===== src/rtl/uart_tx_9bit.sv =====
// rtl/uart_tx_9bit.sv - 8N1 UART transmitter with registered outputs.
// Optional even-parity bit between data and stop: define UART_TX_PARITY_EN.
module uart_tx_9bit #(
  parameter int CLKS_PER_BIT = 10
) (
  input  logic       clk,
  input  logic       n_rst,
  input  logic       tx_start,
  input  logic [7:0] tx_data,
  output logic       serial_out,
  output logic       tx_busy,
  output logic       tx_done
);

  localparam int CW = (CLKS_PER_BIT > 2) ? $clog2(CLKS_PER_BIT) : 1;
  localparam logic [CW-1:0] CNT_LAST = CW'(CLKS_PER_BIT - 1);

  localparam logic [2:0] S_IDLE   = 3'd0;
  localparam logic [2:0] S_START  = 3'd1;
  localparam logic [2:0] S_DATA   = 3'd2;
  localparam logic [2:0] S_STOP   = 3'd3;
`ifdef UART_TX_PARITY_EN
  localparam logic [2:0] S_PARITY = 3'd4;
`endif

  logic [2:0]    state_q, state_d;
  logic [CW-1:0] cnt_q, cnt_d;
  logic [2:0]    bit_q, bit_d;
  logic [7:0]    shift_q, shift_d;
  logic          out_q, out_d;
  logic          busy_q, busy_d;
  logic          done_q, done_d;
`ifdef UART_TX_PARITY_EN
  logic          parity_q, parity_d;
`endif

  logic period_end;
  assign period_end = (cnt_q == CNT_LAST);

  // serial_out is registered, so each transition loads the level of the state being entered
  always_comb begin
    state_d  = state_q;
    cnt_d    = cnt_q;
    bit_d    = bit_q;
    shift_d  = shift_q;
    out_d    = out_q;
    busy_d   = busy_q;
    done_d   = 1'b0;
`ifdef UART_TX_PARITY_EN
    parity_d = parity_q;
`endif
    case (state_q)
      S_IDLE: begin
        out_d  = 1'b1;
        busy_d = 1'b0;
        if (tx_start) begin
          shift_d  = tx_data;
          cnt_d    = '0;
          bit_d    = 3'd0;
`ifdef UART_TX_PARITY_EN
          parity_d = ^tx_data;
`endif
          state_d  = S_START;
          busy_d   = 1'b1;
          out_d    = 1'b0;
        end
      end
      S_START: begin
        if (period_end) begin
          cnt_d   = '0;
          bit_d   = 3'd0;
          state_d = S_DATA;
          out_d   = shift_q[0];
        end else begin
          cnt_d = cnt_q + 1'b1;
        end
      end
      S_DATA: begin
        if (period_end) begin
          cnt_d   = '0;
          shift_d = shift_q >> 1;
          if (bit_q == 3'd7) begin
            bit_d   = 3'd0;
`ifdef UART_TX_PARITY_EN
            state_d = S_PARITY;
            out_d   = parity_q;
`else
            state_d = S_STOP;
            out_d   = 1'b1;
`endif
          end else begin
            bit_d = bit_q + 3'd1;
            out_d = shift_q[1];
          end
        end else begin
          cnt_d = cnt_q + 1'b1;
        end
      end
`ifdef UART_TX_PARITY_EN
      S_PARITY: begin
        if (period_end) begin
          cnt_d   = '0;
          state_d = S_STOP;
          out_d   = 1'b1;
        end else begin
          cnt_d = cnt_q + 1'b1;
        end
      end
`endif
      S_STOP: begin
        if (period_end) begin
          cnt_d   = '0;
          state_d = S_IDLE;
          busy_d  = 1'b0;
          done_d  = 1'b1;
          out_d   = 1'b1;
        end else begin
          cnt_d = cnt_q + 1'b1;
        end
      end
      default: begin
        state_d = S_IDLE;
        cnt_d   = '0;
        bit_d   = 3'd0;
        out_d   = 1'b1;
        busy_d  = 1'b0;
      end
    endcase
  end

  always_ff @(posedge clk) begin
    if (!n_rst) begin
      state_q  <= S_IDLE;
      cnt_q    <= '0;
      bit_q    <= 3'd0;
      shift_q  <= 8'd0;
      out_q    <= 1'b1;
      busy_q   <= 1'b0;
      done_q   <= 1'b0;
`ifdef UART_TX_PARITY_EN
      parity_q <= 1'b0;
`endif
    end else begin
      state_q  <= state_d;
      cnt_q    <= cnt_d;
      bit_q    <= bit_d;
      shift_q  <= shift_d;
      out_q    <= out_d;
      busy_q   <= busy_d;
      done_q   <= done_d;
`ifdef UART_TX_PARITY_EN
      parity_q <= parity_d;
`endif
    end
  end

  assign serial_out = out_q;
  assign tx_busy    = busy_q;
  assign tx_done    = done_q;

endmodule


===== config.mk =====
export PLATFORM = sky130hd
export DESIGN_NAME = uart_tx_9bit
export DESIGN_NICKNAME = d
export VERILOG_FILES = /design/src/rtl/uart_tx_9bit.sv
export SDC_FILE = /design/constraint.sdc
export NUM_CORES = 1
export LEC_CHECK = 0
export ABC_AREA = 1
export CAP_MARGIN = 20
export CORE_UTILIZATION = 25
export DETAILED_ROUTE_END_ITERATION = 8
export SYNTH_ARGS = -nofsm -noshare
export SYNTH_HDL_FRONTEND = slang
export SYNTH_SLANG_ARGS = --single-unit

===== constraint.sdc =====
create_clock -name clk -period 3.44 [get_ports clk]
set_input_delay 0.688 -clock clk [delete_from_list [all_inputs] [get_ports clk]]
set_output_delay 0.688 -clock clk [all_outputs]
set_load 0.005 [all_outputs]

After elaboration in Yosys (flattened, before gate mapping). Cells that the tools add are included.

Add/subtract/negate cells: 2. Equal/unequal tests: 10. Muxes and demuxes: 26. Bitwise operators: 2. Reductions and logical operators: 10.

Operator list (count): two-way mux 3 bit (8); case mux 3 bit (4 select lines) (2); two-way mux 8 bit (2); case mux 8 bit (2 select lines) (1); != test 2 bit, second input constant (5); two-way mux 1 bit (8); two-way mux 4 bit (2); case mux 4 bit (2 select lines) (1); equality test 3 x 2 -> 1 bit, second input constant (2); AND reduction 3 bit (2); AND reduction 5 bit (1); adder 4 x 1 -> 4 bit, second input constant (1); equality test 4 bit, second input constant (1); case mux 1 bit (4 select lines) (1); AND reduction 2 bit (2); AND reduction 4 bit (1); adder 3 x 1 -> 3 bit, second input constant (1); equality test 3 x 1 -> 1 bit, second input constant (1); equality test 3 bit, second input constant (1); logical NOT 3 bit (1); case mux 1 bit (3 select lines) (1); OR reduction 3 bit (1); inverter 1 bit (2); nonzero test 2 bit (1); OR reduction 2 bit (1).

Flip-flop bits (word level): 21.

Logic depth before layout (Yosys ltp).
Depth in word-level cells: 4. Mapped depth: 9. Gate-level depth less buffers: 9.

Worst setup path before layout. No wires, ideal clock.

Path type: input to register. Start: in n_rst. End: reg bit_q[0]. Arrival time: 1321 ps. Required time: 3376 ps. Setup slack: 2055 ps. Stages on the path: 4. Path buffers: 2. Path through: clkbuf_1 clkbuf_1 nand2_1 nor2_1.

RTL lines: from (decl) (RTL line 7) `input logic n_rst,`; to (signal assigned) (RTL line 146) `bit_q <= bit_d;`; to (decl) (RTL line 28) `logic [2:0] bit_q, bit_d;`.

Final worst setup path.
Start: reg state_q[0]. End: reg shift_q[7].

Word-level cells in the longest chain between the ends: 3. Elaborated cells between the ends (all ways): 7. Those cells by class: eq/ne: 3; mux: 1; reduce/logical: 3.

Ends and longest elaborated chain: from (decl) (RTL line 26) `logic [2:0] state_q, state_d;`; from (signal assigned) (RTL line 144) `state_q <= state_d;`; equality test 3 x 2 -> 1 bit / logical NOT 3 bit (equally long branches) (RTL line 52) `case (state_q)`; != test 2 bit (no line) / nonzero test 2 bit (equally long branches); AND reduction 3 bit (no line); to (signal assigned) (RTL line 147) `shift_q <= shift_d;`; to (decl) (RTL line 29) `logic [7:0] shift_q, shift_d;`.

Parallel ways exist; a longest one is shown, timed or not. A chain may end at the register's enable or synchronous reset.

==> results.cfg <==
[run_status]
status = finished clean

[placed_design]
dp_hpwl_um = 1677
port_buffers = 13
pre_cts_ws_ps = 1332
dp.cells = 239
gp_congestion = 0.7306
placedInstanceArea_um2 = 1385

[yosys]
synth.distinct_cells = 23
synthesis.area_um2 = 1209
synthCells = 177
yosys_register_bits = 20
yosysSeqAreaShare_pct = 33.13
syn_nets = 196
ys.warnings.count = 0
avgSynthCellArea_um2 = 6.829

[finish]
ff_latch_area_um2 = 400.4
antenna_cells = 0
n_fill_cell = 513
nets = 211
fin_cells = 242
drive_gt1_share_pct = 10.00
fin_util_pct = 31.67
multiInputGateArea_um2 = 673.1
area_delta_synth_final_pct = 18.01
finish.instance_area_um2 = 1426

[detailed_routing]
drc_errors = 0
firstDrtPassIters = 4
ant_nets = 0
vias = 999
drt-initial-drc-count = 43
drt-total-wl_um = 2240
detail_route.wl_per_cell_um = 9.256
via_per_inst = 4.128

[critical_path]
crit_fanout = 14
path_delay_family = adder cells
critical_path_class = flip-flop to flip-flop
cp_slowest_cell = ha_1
worst_setup_path_start_kind = flip-flop
path_cells = inv_1 -> ha_1 -> inv_2 -> nand2_2 -> inv_2 -> nor2_4 -> nand2_1 -> nand2_1 -> nor2_1
path_buf_inv = 3
cp_data_required_time_ps = 3600
arrival_ps = 2130
critPathMaxStageDelay_ps = 680
end_kind = flip-flop

[hold_path]
hold_class = flip-flop to flip-flop

[global_route]
grt.busiest_layer = met2
grt_use_met3_pct = 1.688
grtUsageMet2_pct = 15.56
met1_usage_pct = 13.51
grt_pass1_vias = 926
grt_pass1_wl_um = 4043
antenna_found_initial = 0
grt_max_degree = 18
grt_remaining_overflow = 0
grt_use_total_pct = 9.973

[cts]
h-tree-depth = 1
cts_sinks = 20
cts_hold_buf = 0
clock_path_buffers = 2
cts_buffers = 3
root_buffer = clkbuf_8
worstSkewPairLatency_ps = 260
cts_tree = built
cts-resized-gates = 0
cts_setup_buffers = 0
cts.clk_slew.worst_paths_ps = 70

[sta]
timing.hold.ws_ps = 478.3
period_share_pct = 57.23
tightest_slew_ps = 783.3
setup_viol = 0
slew_headroom_pct = 47.78
slew_viol_final = 0
rsz0062_at_grt = false
period_needed_ps = 1969
fmax_mhz = 508.0
finalWorstSetupSlack_ps = 1471
hold_violations = 0
clock_skew_ps = 5.431
fin_setup_tns_ps = 0

[die]
ios = 14
start_util_pct = 26.83
rows = 24
fp.dieW_um = 71.53
die_y_um = 71.53
core_area_um2 = 4504
die-area_um2 = 5117

[pwr]
ir_drop_mv = 0.2761
p_per_area_nw_per_um2 = 740.8
power.total_mw = 1.057
p_leak_nw = 0.7151

[job]
max_cap_viol_count = 0
==> registers in the layout (all words and copies together) (netlist names) <==
name	flops
cnt_q	4
tx_busy	1
bit_q	3
tx_done	1
serial_out	1
shift_q	8
state_q	2
==> cell usage after synthesis <==
cell	instances	area, um^2
o21ai_0	3	15.01
nor2_1	28	105.1
clkbuf_1	2	7.510
nand4_1	4	25.02
nand2_1	47	176.4
o21ai_2	1	8.760
nand2_4	2	22.52
nand2_2	3	18.77
o22ai_1	1	6.260
ha_1	8	100.1
inv_1	27	101.4
nor2_4	2	22.52
nor3_1	3	15.01
a21oi_1	3	15.01
mux2i_1	7	70.07
dfxtp_1	20	400.4
nor2_2	3	18.77
o21a_1	1	7.510
inv_2	4	15.01
o21ai_1	1	5.000
nand3_1	5	25.02
a21oi_4	1	16.27
buf_6	1	11.26
==> cells by family (layout without fill, tap and decap cells) <==
logic type / Yosys count / in the layout / share of synthesized area (%)
buf+inv: 34 / 47 / 11.18
simple gates: 97 / 97 / 35.51
fa+ha+maj: 8 / 8 / 8.282
compound gates: 11 / 11 / 6.108
flops: 20 / 20 / 33.13
mux: 7 / 7 / 5.797
==> area by class of cell <==
class | instances | share of cell area [%]
Multi-Input combinational cell | 123 | 47.19
Sequential cell | 20 | 28.07
Timing Repair Buffer | 13 | 9.123
Inverter | 31 | 8.158
Tap cell | 52 | 4.561
Clock buffer | 3 | 2.895
==> report_power, final <==
part / total, mW / internal [mW] / switching, mW
Combinational: 0.553 / 0.219 / 0.334
Clock: 0.156 / 0.0781 / 0.0774
Sequential: 0.348 / 0.303 / 0.0451
Total: 1.06 / 0.600 / 0.457
==> placed cells by master, fill, tap and decap left out, types with 4 or more instances in the layout <==
| cell | Yosys | final |
|---|---|---|
| dfxtp_1 | 20 | 20 |
| ha_1 | 8 | 8 |
| nand2_1 | 47 | 47 |
| nand3_1 | 5 | 5 |
| nor2_1 | 28 | 28 |
| inv_1 | 27 | 27 |
| nand4_1 | 4 | 4 |
| inv_2 | 4 | 4 |
| clkdlybuf4s50_1 | 0 | 13 |
| mux2i_1 | 7 | 7 |
==> path summary, 6_finish.rpt <==
kind         startpoint          to  slack, ps  cells past startpoint
min reg2reg  serial_out  serial_out        480                      2
max reg2reg  state_q[0]  shift_q[7]       1470                      9
max          state_q[0]  shift_q[7]       1470                      9
min          serial_out  serial_out        480                      2
==> routing by layer <==
metal	up-vias	part of all wire, %
li1	570	-
met1	413	50
met2	11	46
met3	5	2.4
met4	0	1.9
met5	-	0
==> tightest hold or removal path, cell delays in order, from the launching register on <==
cell and delay, ps:
dfxtp_1 330, a21oi_1 60, o21ai_0 60
Note: power is estimated with default switching activity, not from simulation.
